File: config.mk
export PLATFORM = sky130hd
export DESIGN_NAME = rr_arbiter_n
export DESIGN_NICKNAME = d
export VERILOG_FILES = /design/src/rtl/rr_arb_pkg.sv /design/src/rtl/rr_prio_pick.sv /design/src/rtl/rr_arbiter_n.sv
export SDC_FILE = /design/constraint.sdc
export NUM_CORES = 1
export LEC_CHECK = 0
export ABC_AREA = 1
export CORE_AREA = 2 2 45 58
export DETAILED_ROUTE_END_ITERATION = 12
export DIE_AREA = 0 0 47 60
export GPL_ROUTABILITY_DRIVEN = 0
export HOLD_SLACK_MARGIN = 0.02
export SETUP_SLACK_MARGIN = 0.4
export SLEW_MARGIN = 20
export SYNTH_ARGS = -nofsm -noshare
export SYNTH_HDL_FRONTEND = slang
export SYNTH_SLANG_ARGS = --single-unit
File: constraint.sdc
create_clock -name Clk -period 5 [get_ports Clk]
set_clock_uncertainty 0.2 [all_clocks]
set_input_delay 0.5 -clock Clk [delete_from_list [all_inputs] [get_ports Clk]]
set_output_delay 0.5 -clock Clk [all_outputs]
set_load 0.01 [all_outputs]
File: src/rtl/rr_arb_pkg.sv
// Shared constants and width helper for the
// round-robin arbiter slice.
package rr_arb_pkg;

  localparam int N_DEF        = 4;
  localparam int MAX_HOLD_DEF = 4;

  function automatic int clog2(input int v);
    int r;
    r = 0;
    for (int i = 0; i < 32; i++) begin
      if ((1 << r) < v) r++;
    end
    return r;
  endfunction

endpackage

File: src/rtl/rr_prio_pick.sv
// Rotating priority pick: first set req bit
// starting at ptr, wrapping modulo N.
module rr_prio_pick
  import rr_arb_pkg::*;
#(
  parameter int N = N_DEF,
  parameter int W = clog2(N)
) (
  input  logic [N-1:0] req,
  input  logic [W-1:0] ptr,
  output logic [W-1:0] win,
  output logic         any
);

  logic [W-1:0] w_idx;

  // scan far-to-near so the nearest hit wins
  always_comb begin
    win   = '0;
    w_idx = '0;
    any   = |req;
    for (int i = N - 1; i >= 0; i--) begin
      w_idx = W'((int'(ptr) + i) % N);
      if (req[w_idx]) win = w_idx;
    end
  end

endmodule

File: src/rtl/rr_arbiter_n.sv
// Round-robin arbiter with bounded lock hold,
// registered one-hot grant and index.
module rr_arbiter_n
  import rr_arb_pkg::*;
#(
  parameter int N        = N_DEF,
  parameter int MAX_HOLD = MAX_HOLD_DEF
) (
  input  logic                Clk,
  input  logic                Rst,
  input  logic                en,
  input  logic [N-1:0]        req,
  input  logic [N-1:0]        lock,
  output logic [N-1:0]        gnt,
  output logic [clog2(N)-1:0] gnt_id,
  output logic                gnt_valid
);

  localparam int W  = clog2(N);
  localparam int HW = clog2(MAX_HOLD + 1);

  logic [N-1:0]  r_gnt;
  logic [W-1:0]  r_id;
  logic          r_valid;
  logic [W-1:0]  r_ptr;
  logic [HW-1:0] r_hold;

  logic [W-1:0]  w_win;
  logic          w_any;
  logic          w_keep;
  logic [W-1:0]  w_ptr_nxt;
  logic [N-1:0]  w_onehot;

  rr_prio_pick #(
    .N (N),
    .W (W)
  ) u_pick (
    .req (req),
    .ptr (r_ptr),
    .win (w_win),
    .any (w_any)
  );

  // holder keeps the grant only while under the hold cap
  assign w_keep = r_valid
                & req[r_id]
                & lock[r_id]
                & (r_hold < HW'(MAX_HOLD));

  assign w_ptr_nxt = (w_win == W'(N - 1))
                   ? '0
                   : w_win + W'(1);

  assign w_onehot = {{(N-1){1'b0}}, 1'b1} << w_win;

  always_ff @(posedge Clk) begin
    if (Rst) begin
      r_gnt   <= '0;
      r_id    <= '0;
      r_valid <= 1'b0;
      r_ptr   <= '0;
      r_hold  <= '0;
    end else if (!en) begin
      r_gnt   <= '0;
      r_id    <= '0;
      r_valid <= 1'b0;
      r_hold  <= '0;
    end else if (w_keep) begin
      r_hold  <= r_hold + HW'(1);
    end else if (w_any) begin
      r_gnt   <= w_onehot;
      r_id    <= w_win;
      r_valid <= 1'b1;
      r_ptr   <= w_ptr_nxt;
      r_hold  <= HW'(1);
    end else begin
      r_gnt   <= '0;
      r_id    <= '0;
      r_valid <= 1'b0;
    end
  end

  assign gnt       = r_gnt;
  assign gnt_id    = r_id;
  assign gnt_valid = r_valid;

endmodule
; Word-level counts from Yosys, hierarchy flattened
; Cells that the tools add are included.
[word_totals]
reg_bits = 12
in_bits = 11
output_inout_bits = 7
[op_classes]
addsub = 5
magnitude_cmp = 6
n_eq_ne = 1
shifts = 1
muxes = 22
bitwise_logic = 5
reduce_logical = 4
[op_table]
columns = cell, n
row1 = < comparator 2 x 3 -> 1 bit (second input constant), 5
row2 = binary-select mux 1 bit (select 2 bit), 6
row3 = 2-to-1 mux 2 bit, 6
row4 = 2-to-1 mux 1 bit, 7
row5 = 2-to-1 mux 3 bit, 2
row6 = adder 2 x 1 -> 2 bit (second input constant), 2
row7 = adder 2 bit (second input constant), 2
row8 = 2-to-1 mux 4 bit, 1
row9 = OR reduction 4 bit, 1
row10 = << shifter 1 x 2 -> 4 bit (first input constant), 1
row11 = adder 3 x 1 -> 3 bit (second input constant), 1
row12 = bitwise AND 1 bit, 3
row13 = < comparator 3 bit (second input constant), 1
row14 = AND reduction 3 bit, 1
row15 = == test 2 bit (second input constant), 1
row16 = inverter 1 bit, 2
row17 = nonzero test 2 bit, 1
row18 = OR reduction 2 bit, 1

; Longest topological paths before layout
[logic_depth]
ltp_word = 9
depth_mapped = 12
depth_no_buf = 12

; Cells and area by module
; Synthesis repeated with hierarchy kept, for this count alone.
[hier_totals]
cells_unflattened = 126
area_unflattened_um2 = 879.6
[modules_own_cells]
columns = mod, instances, cells_each, area_each_um2, seq_area_each_um2
row1 = rr_arbiter_n, 1, 80, 690.7, 240.2
row2 = rr_prio_pick, 1, 46, 188.9, 0.0

; Least setup slack after synthesis
; No wires, ideal clock.
[synth_timing]
path_kind = input-to-reg
startpoint = in req[1]
endpoint = reg r_ptr[1]
setup_ns = 0.119
arrival_time_ns = 1.474
required_ns = 4.681
slack_ns = 3.207
stages = 10
path_cell_list = inv_2 o21ai_1 nand2_2 nand3_2 nand2_1 nand2_1 nand2_2 ha_1 o21ai_0 a21oi_1
[synth_via]
elab_chain_len = 8
elab_cells_between_ends = 23
classes_between = add/sub: 1 / eq/ne: 1 / mux: 15 / bitwise: 4 / reduce/logical: 2
[synth_rtl]
columns = element, line_no
row1 = start: declaration, rr_arbiter_n.sv:12  ; input logic [N-1:0] req,
row2 = binary-select mux 1 bit (select 2 bit), rr_prio_pick.sv:24  ; if (req[w_idx]) win = w_idx;
row3 = 2-to-1 mux 1 bit (not written as such), rr_prio_pick.sv:24
row4 = 2-to-1 mux 2 bit (3 in a row), rr_prio_pick.sv:24
row5 = 2-to-1 mux 2 bit *, rr_prio_pick.sv:24
row6 = adder 2 x 1 -> 2 bit or == test 2 bit (tied branches), "rr_arbiter_n.sv:52, rr_arbiter_n.sv:50"
row7 = 2-to-1 mux 2 bit *, rr_arbiter_n.sv:51  ; ? '0
row8 = via w_ptr_nxt[1], rr_arbiter_n.sv:31  ; logic [W-1:0] w_ptr_nxt;
row9 = end signal: assignment, rr_arbiter_n.sv:74  ; r_ptr <= w_ptr_nxt;
row10 = end: declaration, rr_arbiter_n.sv:25  ; logic [W-1:0] r_ptr;
; Mark *: on every way through the listed nets, which the timed path passes. The rest lies on a longest branch. The select of a mux whose other input is x is not followed.
; A chain may end at the register's enable or synchronous reset.

; Worst setup path in the final report
; Ends and elaborated chain as after synthesis.

==> out/results.ini <==
[cts]
cts_setup_buffers=0
post_cts_resized=0
cts.sinks=12
cts-root-buf=clkbuf_4
cts_max_level=1
clk_pin_slew_ns=0.07
ctsHoldBuffers=0
clk_path_buf_depth=2
insertion_delay_ns=0.28
cts_buffers=3
cts_tree=yes

[finish]
layout_common_cells=30 x nand2_1, 17 x clkdlybuf4s50_1, 15 x nand3_1
drive_gt1_frac=0.1769
final_cells=163
insertedDiodeCount=0
area_growth_pct=29.09
fin_nets=148
final_common_cell=nand2_1

[synthesis]
synth-edff-count=0
avgSynthCellArea_um2=6.899
ys_seq_area_frac=0.3137
synth_ff_type=dfxtp_1
async_flop_share=0
ys_warn_count=0
synthCells=111
syn_nets=127
synth_cell_types=20
synth_area_um2=765.7
ys_ff_latch=12

[sta]
period_minus_slack_ns=2.199
slew_violations=0
tightest_slew_ns=0.3541
clock.fmax_ghz=0.4547
setup_viol=0
fin_hold_ws_ns=0.2659
hold_viol_final=0
period_share=0.4399
final.setup.tns_ns=0
maxSlewHeadroom=0.7634
rsz0062_at_grt=no

[floorplanning]
dieHeight_um=60
num_rows=20
pin_count=18
die_width_um=47
core_um2=2302
initial_core_util=0.3326
dieArea_um2=2820

[detailed_routing]
routed_wl_mm=1.589
vias_per_cell=4.540
remaining_drc_errors=0
drt-wirelength-per-cell_um=9.748
antenna_left=0
vias=740
drtIter0Drc=12
first_pass_iters=4

[global_route]
grt_pass1_vias=682
antenna_found_initial=0
grtUsageMet2=0.2055
grt_max_degree=12
grt_most_used_layer=met2
grt_first_pass_wirelength_mm=2.642
use_met3=0.02719
met1_usage=0.1587
grt_usage=0.1297
grt_overflow_total=0

[critical_path]
end_kind=register
critPathLaunch=req[1]
crit_fanout=4
crit_path_start_kind=input pin
worst-setup-path-type=input pin to register
reg2reg_from=r_ptr[0]
cp.arrival_ns=2.17
critPathRequiredTime_ns=4.97

[placement]
io_buffer_count=17
place_inst=160
hpwl_mm=1.265

[job]
maxCapViolations=0

[power_and_ir_drop]
fin_total_pwr_w=0.0002795
p_leak_nw=0.4390
vdd_drop_max_mv=0.1347
p_per_area_nw_per_um2=282.8

[hold_path]
min-delay-start=gnt[1]
hold_path_class=register to register

[run_status]
status=finished clean

[worst paths after layout]
path,to,slack (ns),cells past startpoint
max,r_ptr[1],2.80,11
min,gnt[1],0.27,2
max reg2reg,r_ptr[1],2.91,9
min reg2reg,gnt[1],0.27,2
[synth_stat cells (2+ instances only)]
library cell	instances	share of area
dfxtp_1	12	0.31
nor2_1	5	0.025
inv_1	8	0.039
a21oi_1	8	0.052
inv_2	7	0.034
nand3_1	15	0.098
nor2_2	2	0.016
nand2_2	6	0.049
nand2_1	30	0.15
o21ai_1	2	0.013
ha_1	5	0.082
nand3_2	3	0.039
[cell type report]
class | count | area, um^2
fillers | 264 | 1314
repair buffers | 17 | 170.2
clock buffers | 3 | 22.52
well taps | 33 | 41.29
multi-input cells | 83 | 457.9
inverters | 15 | 56.30
flip-flops and latches | 12 | 240.2
[cell families (layout without fill, tap and decap cells)]
family,after synthesis,after routing,synth area share
adders and majority gates,5,5,0.08170
AOI/OAI and AO/OA,14,14,0.1013
DFF,12,12,0.3137
and+or+nand+nor,64,64,0.4151
buffers and inverters,16,35,0.08824
[worst max-delay path, cell delays in order]
cell and delay, ns:
clkdlybuf4s50_1 0.53, inv_2 0.05, o21ai_1 0.21, nand2_2 0.09, nand3_2 0.09, nand2_1 0.05
nand2_1 0.06, nand2_2 0.08, ha_1 0.29, o21ai_0 0.16, a21oi_1 0.05
[registers in the layout (all words and copies together), names as in the netlist]
register and flops:
gnt_id 2, r_hold 3, gnt_valid 1, gnt 4
r_ptr 2
[through the flow]
| step | util | worst slack [ns] | cell area, um^2 |
|---|---|---|---|
| 6_report | 0.4293 | 2.801 | 988.4 |
| 5_1_grt | 0.4293 | 2.717 | 988.4 |
| 4_1_cts | 0.4293 | 2.799 | 988.4 |
| 3_5_place_dp | 0.4196 | 2.498 | 965.9 |
| 3_3_place_gp | 0.4196 | 2.558 | 965.9 |
| 2_1_floorplan | - | 3.207 | 765.7 |
[report_power, final]
group	leakage [nW]	internal (W)	switching (W)
sequential	0.0982	0.000104	0.00000888
clock	0.0138	0.0000280	0.0000313
combinational	0.327	0.0000460	0.0000617
[routing by layer]
metal	vias to the layer above	wire length (um)
li1	400	-
met1	328	726
met2	7	785
met3	5	34
met4	0	42
met5	-	0
(Power assumes the default switching activity.)
